==> src/rtl/tetris_input.sv <==
// Button conditioner for the Tetris game: synchronizes and debounces two raw
// buttons, then turns them into single-cycle move/rotate commands with auto-repeat.
module tetris_input #(
  parameter int DEBOUNCE_CYCLES = 250000,
  parameter int CHORD_WINDOW    = 1260000,
  parameter int REPEAT_DELAY    = 6300000,
  parameter int REPEAT_PERIOD   = 2520000
) (
  input  logic clk,
  input  logic reset_n,
  input  logic btn_left,
  input  logic btn_right,
  output logic move_left,
  output logic move_right,
  output logic rotate,
  output logic held_left,
  output logic held_right
);

  localparam int DW   = $clog2(DEBOUNCE_CYCLES + 1);
  localparam int WW   = $clog2(CHORD_WINDOW + 1);
  localparam int RMAX = (REPEAT_DELAY > REPEAT_PERIOD) ? REPEAT_DELAY : REPEAT_PERIOD;
  localparam int RW   = $clog2(RMAX + 1);

  typedef enum logic [1:0] {IDLE, WAIT_CHORD, HELD, CHORD} state_t;

  // Bit 0 is the left button, bit 1 the right button throughout.
  logic [1:0]    s1, s2, stable;
  logic [DW-1:0] db_cnt [2];

  state_t        state, state_nxt;
  logic          side, side_nxt;
  logic [WW-1:0] win_cnt, win_nxt;
  logic [RW-1:0] rep_cnt, rep_nxt, rep_limit;
  logic          first, first_nxt;
  logic          go_move, rot_nxt;
  logic          side_lvl, other_lvl;

  always_ff @(posedge clk) begin
    if (!reset_n) begin
      s1     <= '0;
      s2     <= '0;
      stable <= '0;
      for (int i = 0; i < 2; i++) db_cnt[i] <= '0;
    end else begin
      s1 <= {btn_right, btn_left};
      s2 <= s1;
      for (int i = 0; i < 2; i++) begin
        if (s2[i] == stable[i]) begin
          db_cnt[i] <= '0;
        end else if (db_cnt[i] == DW'(DEBOUNCE_CYCLES)) begin
          stable[i] <= s2[i];
          db_cnt[i] <= '0;
        end else begin
          db_cnt[i] <= db_cnt[i] + 1'b1;
        end
      end
    end
  end

  assign held_left  = stable[0];
  assign held_right = stable[1];

  assign side_lvl  = side ? stable[1] : stable[0];
  assign other_lvl = side ? stable[0] : stable[1];
  assign rep_limit = first ? RW'(REPEAT_DELAY - 1) : RW'(REPEAT_PERIOD - 1);

  always_ff @(posedge clk) begin
    if (!reset_n) begin
      state      <= IDLE;
      side       <= 1'b0;
      win_cnt    <= '0;
      rep_cnt    <= '0;
      first      <= 1'b0;
      move_left  <= 1'b0;
      move_right <= 1'b0;
      rotate     <= 1'b0;
    end else begin
      state      <= state_nxt;
      side       <= side_nxt;
      win_cnt    <= win_nxt;
      rep_cnt    <= rep_nxt;
      first      <= first_nxt;
      move_left  <= go_move & ~side;
      move_right <= go_move & side;
      rotate     <= rot_nxt;
    end
  end

  // A single press waits for its partner; a chord always wins over a move.
  always_comb begin
    state_nxt = state;
    side_nxt  = side;
    win_nxt   = win_cnt;
    rep_nxt   = rep_cnt;
    first_nxt = first;
    go_move   = 1'b0;
    rot_nxt   = 1'b0;
    case (state)
      IDLE: begin
        if (stable[0] && stable[1]) begin
          rot_nxt   = 1'b1;
          state_nxt = CHORD;
        end else if (stable[0] || stable[1]) begin
          side_nxt  = stable[1];
          win_nxt   = '0;
          state_nxt = WAIT_CHORD;
        end
      end
      WAIT_CHORD: begin
        if (other_lvl) begin
          rot_nxt   = 1'b1;
          state_nxt = CHORD;
        end else if (!side_lvl) begin
          go_move   = 1'b1;
          state_nxt = IDLE;
        end else if (win_cnt == WW'(CHORD_WINDOW - 1)) begin
          go_move   = 1'b1;
          rep_nxt   = '0;
          first_nxt = 1'b1;
          state_nxt = HELD;
        end else begin
          win_nxt = win_cnt + 1'b1;
        end
      end
      HELD: begin
        if (other_lvl) begin
          rot_nxt   = 1'b1;
          state_nxt = CHORD;
        end else if (!side_lvl) begin
          state_nxt = IDLE;
        end else if (rep_cnt == rep_limit) begin
          go_move   = 1'b1;
          rep_nxt   = '0;
          first_nxt = 1'b0;
        end else begin
          rep_nxt = rep_cnt + 1'b1;
        end
      end
      CHORD: begin
        if (!stable[0] && !stable[1]) state_nxt = IDLE;
      end
      default: state_nxt = IDLE;
    endcase
  end

endmodule

==> config.mk <==
export PLATFORM = sky130hd
export DESIGN_NAME = tetris_input
export DESIGN_NICKNAME = d
export VERILOG_FILES = /design/src/rtl/tetris_input.sv
export SDC_FILE = /design/constraint.sdc
export NUM_CORES = 1
export LEC_CHECK = 0
export BUFFER_PORTS_ARGS = -buffer_cell sky130_fd_sc_hd__buf_2
export CORE_MARGIN = 2
export CORE_UTILIZATION = 50
export DETAILED_ROUTE_END_ITERATION = 6
export PLACE_DENSITY = 0.68
export SKIP_CTS_REPAIR_TIMING = 1
export SLEW_MARGIN = 20
export SYNTH_ARGS = -nofsm -noshare
export SYNTH_HDL_FRONTEND = slang
export SYNTH_SLANG_ARGS = --single-unit
==> constraint.sdc <==
create_clock -name clk -period 6.72 [get_ports clk]
set_clock_uncertainty 0.1 [all_clocks]
set_input_delay 0.336 -clock clk [delete_from_list [all_inputs] [get_ports clk]]
set_output_delay 0.336 -clock clk [all_outputs]
set_load 0.05 [all_outputs]
==> metrics, run 1 <==
Hold Vio Cnt, Final 0; Die Wd 108.5 um; post-synth top area cell dfxtp_1; Synth warnings 0; pwr dens around 170 nW/um2; TritonCTS Buffers 9; clock slew at reported path FFs ~0.090 ns; maximum root-to-sink buffer count 2; Syn-to-layout area delta 7.010%; Worst Setup Path Type reg -> reg; vias about 4,700; outcome finished, final reports clean; 1st-pass router iterations 7; WL final 12.00 mm; Final ANT Viol Nets 0; fillers a little under 1,000; routed vias/inst around 6.0; initial antenna violation count 0; syn_area_per_cell 8.852 um2; period utilisation layout 0.5314; P_sw about 0.00026 W; FMAX roughly 0.28 GHz; CTS root buf clkbuf_8; nets roughly 660; worst r2r path cells 7; total track usage 0.2113; H-tree levels 3; library cells used by synthesis 76; DRT iter0 DRCs 411; # clock sinks just over 90; RSZ-0062 raised after global routing false; Slew headroom 0.3349; Startpoint Class flip-flop; Seq/Total Area, Yosys 0.4069; Flop pwr share 0.597; FP Rows 38; Setup Viol. Count Final 0; die area 11,780 um2; CP Max Fanout 25; Async SR Flop Fraction 0; Post-Syn Area around 5500 um2; ys flop type dfxtp_1; Max Slew Vio Count 0; FF+latch count, synth 93; CTS tree done; total power between 0.001 and 0.0015 W; Hold Path Stages 2; CP required about 6.9 ns; Post-route DRC 0; Routed WL per cell 15.25 um; largest cells by area after synthesis dfxtp_1 21%, edfxtp_1 20%, nor2_1 4.8%, nand3_1 3.8%, nand4_1 3.6%; routability cong. between 0.8 and 0.9; Hold Crit Class in -> reg; largest net degree at the start of global routing 38; clock share of power 0.320; num ports 9; grt total ovfl 0; number of port buffers 8; Maximum Capacitance Violations 0; Period minus WS final between 3 and 4 ns; Gate power share 0.083; share of cells above drive strength 1 0.06801; crit path DAT approximately 3.8 ns; cell leakage power ~1.9 nW; Worst Tran Pin Value just under 1 ns; Clock Latency Late Sink around 0.36 ns; VDD IR max approximately 0.078 mV; Die Y ~110 um; Core ar. 10,750 um2; number of synthesized flops with an enable pin 36; vias in the first global route about 4,400; setup TNS 0 ns; top cell type's share of synthesized area 0.2089; Sw Ratio 0.2587; P_int 0.0007565 W; Worst setup EP type flip-flop; Initial Util 0.5083; Final HPWL DP approximately 8.3 mm; first-pass GRT wire length roughly 20 mm; antenna cells 0; Post-Synthesis Cells 617
## path summary, 6_finish.rpt
path | start | end | slack, ns
worst min-delay path | btn_left | s1[0] | 0.08
worst max register to register | state[1] | rep_cnt[12] | 3.15
worst min register to register | s1[1] | s2[1] | 0.35
worst max-delay path | state[1] | rep_cnt[12] | 3.15
## cell usage after synthesis, types with 5 or more instances
cell,instances
a31oi_1,7
nand3_1,42
and2_1,8
and3_1,10
o22ai_1,5
xor2_1,20
dfxtp_1,57
o21ai_0,10
ha_1,14
a21oi_1,19
buf_2,5
nor2_1,70
o31ai_1,12
o211ai_1,5
a41oi_1,6
xnor2_1,16
clkbuf_1,20
nor4_1,7
o21a_1,7
or3_1,13
a211oi_1,8
or4_1,13
inv_1,29
nor3_1,19
nand4_1,31
edfxtp_1,36
nand2_1,49
## power by group through the flow
stage,Clock (W),Sequential [W],Combinational (W)
final,0.000326,0.000609,0.0000848
after global routing,0.000361,0.000611,0.0000947
after CTS,0.000340,0.000609,0.0000832
after detailed placement,0,0.000622,0.0000828
after global placement,0,0.000622,0.0000815
after floorplan,0,0.000619,0.0000696
## sequential cells by signal, summed over array words and instances, names as in the netlist
name / count
stable: 2
move_left: 1
side: 1
state: 2
rotate: 1
s1: 2
first: 1
s2: 2
db_cnt: 36
move_right: 1
rep_cnt: 23
win_cnt: 21
## per-layer routing
| layer | track usage | up-vias | wire length [um] |
|---|---|---|---|
| met4 | 0.08608 | 0 | 158 |
| met2 | 0.3451 | 103 | 5726 |
| met5 | 0 | - | 0 |
| met1 | 0.2849 | 2249 | 5703 |
| met3 | 0.02351 | 11 | 412 |
| li1 | - | 2333 | - |
## stage by stage
stage               instances  setup slack (ns)    util  instance area [um2]  hold WS (ns)
floorplan                 652             4.068       -                 5593        0.3119
global placement          772             3.435  0.5291                 5685        0.3314
detailed placement        772             3.250  0.5291                 5685        0.3371
CTS                       787             3.230  0.5439                 5844       0.06511
global route              787             2.890  0.5439                 5844       0.07054
finish                    787             3.149  0.5439                 5844       0.07894
## cell usage in the layout, fill, tap and decap left out, types with 12 or more instances in the layout
cell type and instances:
a21oi_1 19, conb_1 36, dfxtp_1 57, edfxtp_1 36
ha_1 14, inv_1 29, nand2_1 49, nand3_1 42
nand4_1 31, nor2_1 70, nor3_1 19, o31ai_1 12
or3_1 13, or4_1 13, xnor2_1 16, xor2_1 20
## critical path, cell delays in order (launching register included)
cell	delay, ns
dfxtp_1	0.40
inv_1	0.10
ha_1	0.50
inv_1	0.51
a41o_1	0.24
nand3_1	0.65
or4_1	0.74
a211oi_1	0.24
## layout make-up
type	instances	area [um2]	share of cell area
flip-flops and latches	93	2222	0.3802
inverters	29	108.9	0.01863
clock inverters	4	27.53	0.004710
well taps	140	175.2	0.02997
repair buffers	9	47.55	0.008135
multi-input cells	501	3132	0.5359
clock buffers	11	131.4	0.02248
## cell families (layout without fill, tap and decap cells)
logic type,after synthesis,in the layout,share of synthesized area
buf+inv,58,53,0.04376
mux,5,5,0.01031
flops,93,93,0.4069
compound gates,113,113,0.1496
fa+ha+maj,14,14,0.03207
other cells,1,36,0.0006866
simple gates,297,297,0.2990
xor+xnor,36,36,0.05773
(Power assumes the default switching activity.)
==> run 2: changes to the inputs <==
Settings changed: PLACE_DENSITY 0.68 to 0.7.
Clock period 6.72 ns to 3.2 ns, I/O delays scaled along.
==> run 2 against run 1 <==
Net effect: via count grew 1.5%; hold slack gained 0.11 ns; non-clock buffer count rose by 12; highest routed layer unchanged; critical endpoint is now rep_cnt[18]; largest cell class unchanged; final area rose by 2.1%; critical path depth grew 1; core utilization up 1.1 points; sequential cell count unchanged; sequential power is 110% higher; register-to-register slack worse by 2.6 ns; sequential share of layout area shrank 0.77 points.
==> metrics, run 2 (same netlist as run 1, synthesis figures left out) <==
antenna cells 0 (unchanged); vias 4,766 (+1.5%); Post-route DRC 0 (unchanged); CP required 3.40 ns (-3.50 ns); Worst Setup Path Type reg -> reg; Setup Viol. Count Final 0 (unchanged); post-route cell area 5964 um2 (+2.1%); Placed Area 5761 um2 (+1.3%); DRT iter0 DRCs 319 (-22%); commonest non-fill, non-tap cell in the layout nor2_1; crit path to rep_cnt[18]; FMAX 0.3730 GHz (+33%); number of port buffers 8 (unchanged); Final HPWL DP 8.675 mm (+4.7%); Worst Tran Pin Value 0.8752 ns (-0.1159 ns); first-pass GRT wire length 21.10 mm (+4.7%); WL final 12.52 mm (+4.3%); Gate power share 0.085 (+0.002); largest net degree at the start of global routing 38 (unchanged); clock share of power 0.343 (+0.023); Final ANT Viol Nets 0 (unchanged); routability cong. 0.8726 (+0.39%); setup TNS 0 ns (unchanged); Max Slew Vio Count 0 (unchanged); crit path DAT 2.88 ns (-0.87 ns); period utilisation layout 0.8378 (+0.3064); nets 673 (+1.8%); Initial Util 0.5083 (unchanged); VDD IR max 0.3008 mV (+280%); CTS tree done; Clock Latency Late Sink 0.39 ns (+0.03 ns); Slew headroom 0.4112 (+0.07630); Maximum Capacitance Violations 0 (unchanged); crit path from state[1]; vias in the first global route 4,568 (+4.6%); Hold Vio Cnt, Final 0 (unchanged); FP Rows 38 (unchanged); Syn-to-layout area delta 9.210%; Die Wd 108.5 um (unchanged); P_sw 0.0005920 W (+120%); worst r2r path cells 8 (+1); outcome finished, final reports clean; initial antenna violation count 0 (unchanged); total track usage 0.2231 (+0.01178); 1st-pass router iterations 5 (-2); grt total ovfl 0 (unchanged); routed vias/inst 5.958 (-0.16%); FF-to-FF Start state[1]; P_int 0.001648 W (+120%); Die Y 108.5 um (unchanged); r2r endpoint rep_cnt[18]; # clock sinks 93 (unchanged); Hold Crit Class in -> reg; Core ar. 10,750 um2 (unchanged); Startpoint Class flip-flop; share of cells above drive strength 1 0.08485 (+0.01684); H-tree levels 3 (unchanged); cell leakage power 1.963 nW (+3.9%); Sw Ratio 0.2643 (+0.005533); r2r setup slk 0.52 ns (-2.63 ns); RSZ-0062 raised after global routing false; Largest register FFs 36 (unchanged); TritonCTS Buffers 9 (unchanged); num ports 9 (unchanged); Routed WL per cell 15.65 um (+2.6%); CTS root buf clkbuf_8; CP Max Fanout 16 (-36%); Most flops, register db_cnt; fillers 1,009 (+4.0%); die area 11,780 um2 (unchanged); most frequent cells in the layout 70 x nor2_1, 57 x dfxtp_1, 49 x nand2_1, 42 x nand3_1; Flop pwr share 0.572 (-0.025); maximum root-to-sink buffer count 2 (unchanged); pwr dens 375.6 nW/um2 (+120%); Min Hold Slack 0.1899 ns (+0.1110 ns); Worst setup EP type flip-flop; clock slew at reported path FFs 0.10 ns (about the same); Period minus WS final 2.681 ns (-0.8897 ns); top flop regs db_cnt: 36 flops, rep_cnt: 23 flops, win_cnt: 21 flops
## run 2: stage by stage
stage / power, W / setup slack [ns] / instances / util
after floorplan: 0.001446 / 0.5483 / 652 / -
after global placement: 0.001486 / 0.6786 / 782 / 0.5361
after detailed placement: 0.001491 / 0.5277 / 782 / 0.5361
after CTS: 0.002259 / 0.5222 / 798 / 0.5532
after global routing: 0.002327 / 0.3360 / 800 / 0.5551
final: 0.002240 / 0.5190 / 800 / 0.5551
## run 2: final cells by class
class                   count  area (um2)  share of cell area
clock buffers              11       152.6             0.02559
inverters                  29       108.9             0.01825
flip-flops and latches     93        2222              0.3726
multi-input cells         501        3132              0.5251
repair buffers             21       142.6             0.02391
clock inverters             5       31.28            0.005244
well taps                 140       175.2             0.02937
## run 2: worst min path at each step
stage              start        to  slack [ns]  cells after the start
6_report         reset_n  state[1]        0.19                      3
5_1_grt          reset_n  state[1]        0.19                      3
4_1_cts        btn_right     s1[1]       -0.10                      2
3_5_place_dp   btn_right     s1[1]        0.29                      2
3_3_place_gp    btn_left     s1[0]        0.29                      2
2_1_floorplan   btn_left     s1[0]        0.19                      1
## run 2: critical path, cell delays in order, from the launching register on
cell,delay [ns]
dfxtp_1,0.39
inv_1,0.09
ha_1,0.37
inv_1,0.17
buf_4,0.21
a41oi_1,0.08
or3_1,0.54
nand3b_4,0.28
o41ai_2,0.35
## run 2: power by group through the flow
stage          Clock (W)  Combinational, W  Sequential (W)
2_1_floorplan          0          0.000146         0.00130
6_report        0.000769          0.000190         0.00128
4_1_cts         0.000794          0.000184         0.00128
3_3_place_gp           0          0.000180         0.00131
5_1_grt         0.000831          0.000212         0.00128
3_5_place_dp           0          0.000183         0.00131
## run 2: metal layers
layer,GRT usage,share of wire
met1,0.2940,0.46
met2,0.3688,0.47
met3,0.05365,0.053
met4,0.05495,0.011
met5,0,0
==> run 3: changes to the inputs <==
Clock period 3.2 ns to 2.35 ns, I/O delays scaled along.
==> run 3 against run 2 <==
Net effect: final cell count increased by 6.6%; critical path depth shrank 3; sequential share of layout area down 2.5 points; non-clock buffer count up 53; sequential power up 36%; die area unchanged; hold slack gained 0.15 ns; clock-buffer cell count unchanged.
==> metrics, run 3 (same netlist as run 1, synthesis figures left out) <==
# clock sinks 93 (unchanged); commonest non-fill, non-tap cell in the layout nor2_1; routed vias/inst 5.845 (-1.9%); Most flops, register db_cnt; die area 11,780 um2 (unchanged); CP max-delay cell or4b_2; num ports 9 (unchanged); first-pass GRT wire length 21.94 mm (+4.0%); Worst setup EP type flip-flop; FP Rows 38 (unchanged); WP buf/inv 0 (-3); Max Slew Vio Count 0 (unchanged); vias in the first global route 4,728 (+3.5%); largest net degree at the start of global routing 35 (-7.9%); Routed WL per cell 15.73 um (+0.51%); total track usage 0.2330 (+0.009919); Startpoint Class flip-flop; Clock Latency Late Sink 0.37 ns (-0.02 ns); CP required 2.51 ns (-0.89 ns); Min Hold Slack 0.3449 ns (+0.1550 ns); share of cells above drive strength 1 0.1627 (+0.07784); CTS root buf clkbuf_8; Largest register FFs 36 (unchanged); critical path, cell by cell or4b_2 -> nor3_1 -> o21ai_2 -> a32o_1 -> mux2_2; nets 726 (+7.9%); Worst Tran Pin Value 0.6653 ns (-0.2099 ns); Core ar. 10,750 um2 (unchanged); crit path DAT 2.48 ns (-0.40 ns); Final HPWL DP 9.743 mm (+12%); Slew headroom 0.5556 (+0.1444); WL final 13.42 mm (+7.2%); Post-route DRC 0 (unchanged); Placed Area 6148 um2 (+6.7%); VDD IR max 0.2092 mV (-30%); FMAX 0.4304 GHz (+15%); CTS tree done; maximum root-to-sink buffer count 2 (unchanged); Syn-to-layout area delta 17.43%; routability cong. 0.9376 (+7.4%); Max stage delay on crit path 0.67 ns (+0.13 ns); Initial Util 0.5083 (unchanged); initial antenna violation count 0 (unchanged); outcome finished, final reports clean; worst r2r path cells 5 (-3); Die Wd 108.5 um (unchanged); CP delay by family, top simple AND/OR/NAND/NOR gates; top flop regs db_cnt: 36 flops, rep_cnt: 23 flops, win_cnt: 21 flops; number of port buffers 8 (unchanged); pwr dens 472.6 nW/um2 (+26%); Maximum Capacitance Violations 0 (unchanged); WP depth 5 (-3); Die Y 108.5 um (unchanged); Setup Viol. Count Final 0 (unchanged); Hold Path Stages 1 (-2); TritonCTS Buffers 9 (unchanged); vias 4,986 (+4.6%); Final ANT Viol Nets 0 (unchanged); cell leakage power 2.241 nW (+14%); post-route cell area 6414 um2 (+7.5%); Hold Vio Cnt, Final 0 (unchanged); Period minus WS final 2.324 ns (-0.3573 ns); Hold Crit Class reg -> reg; CP Max Fanout 7 (-9); grt total ovfl 0 (unchanged); period utilisation layout 0.9888 (+0.1510); setup TNS 0 ns (unchanged); 1st-pass router iterations 5 (unchanged); Worst Setup Path Type reg -> reg; antenna cells 0 (unchanged); clock slew at reported path FFs 0.09 ns (about the same); DRT iter0 DRCs 462 (+45%); H-tree levels 3 (unchanged); most frequent cells in the layout 70 x nor2_1, 62 x buf_4, 54 x dfxtp_1, 49 x nand2_1, 40 x nand3_1
-- run 3: cell count changes in the layout (fill, tap and decap cells not counted), sizes merged --
cell / previous run / this run
inv: 31 / 30
buf: 19 / 71
dlygate4sd3: 2 / 3
clkinv: 3 / 4
-- run 3: worst paths after layout --
path              startpoint           to  slack [ns]
setup / recovery       first  rep_cnt[15]        0.03
hold / removal         s1[1]        s2[1]        0.34
setup reg to reg       first  rep_cnt[15]        0.03
hold reg to reg        s1[1]        s2[1]        0.34
-- run 3: final cells by class --
type,count,area [um2]
multi-input combinational,501,3176
fill,946,4332
clock inverter,5,36.28
inverter,29,108.9
timing repair buffer,74,555.5
clock buffer,11,131.4
tap,140,175.2
sequential,93,2231
-- run 3: stage by stage --
stage | utilization | power (W) | std cells | setup slack (ns)
2_1_floorplan | - | 0.001967 | 652 | 0.004078
5_1_grt | 0.5969 | 0.003137 | 853 | -0.01528
3_5_place_dp | 0.5722 | 0.002068 | 831 | 0.01000
4_1_cts | 0.5878 | 0.003027 | 847 | -0.0008045
6_report | 0.5969 | 0.003031 | 853 | 0.02633
3_3_place_gp | 0.5722 | 0.002061 | 831 | 0.09427
-- run 3: per-layer routing --
layer,up-vias,GRT usage,wire [um]
met4,0,0.08242,209
met2,145,0.3906,6452
met5,-,0,0
met3,20,0.03014,680
met1,2361,0.3079,6076
li1,2460,-,-
-- run 3: where the power goes --
part | total (W) | leakage (nW) | internal [W] | switching (W)
clock network | 0.000972 | 0.0877 | 0.000390 | 0.000583
registers | 0.00174 | 0.833 | 0.00170 | 0.0000381
logic | 0.000316 | 1.32 | 0.000133 | 0.000183
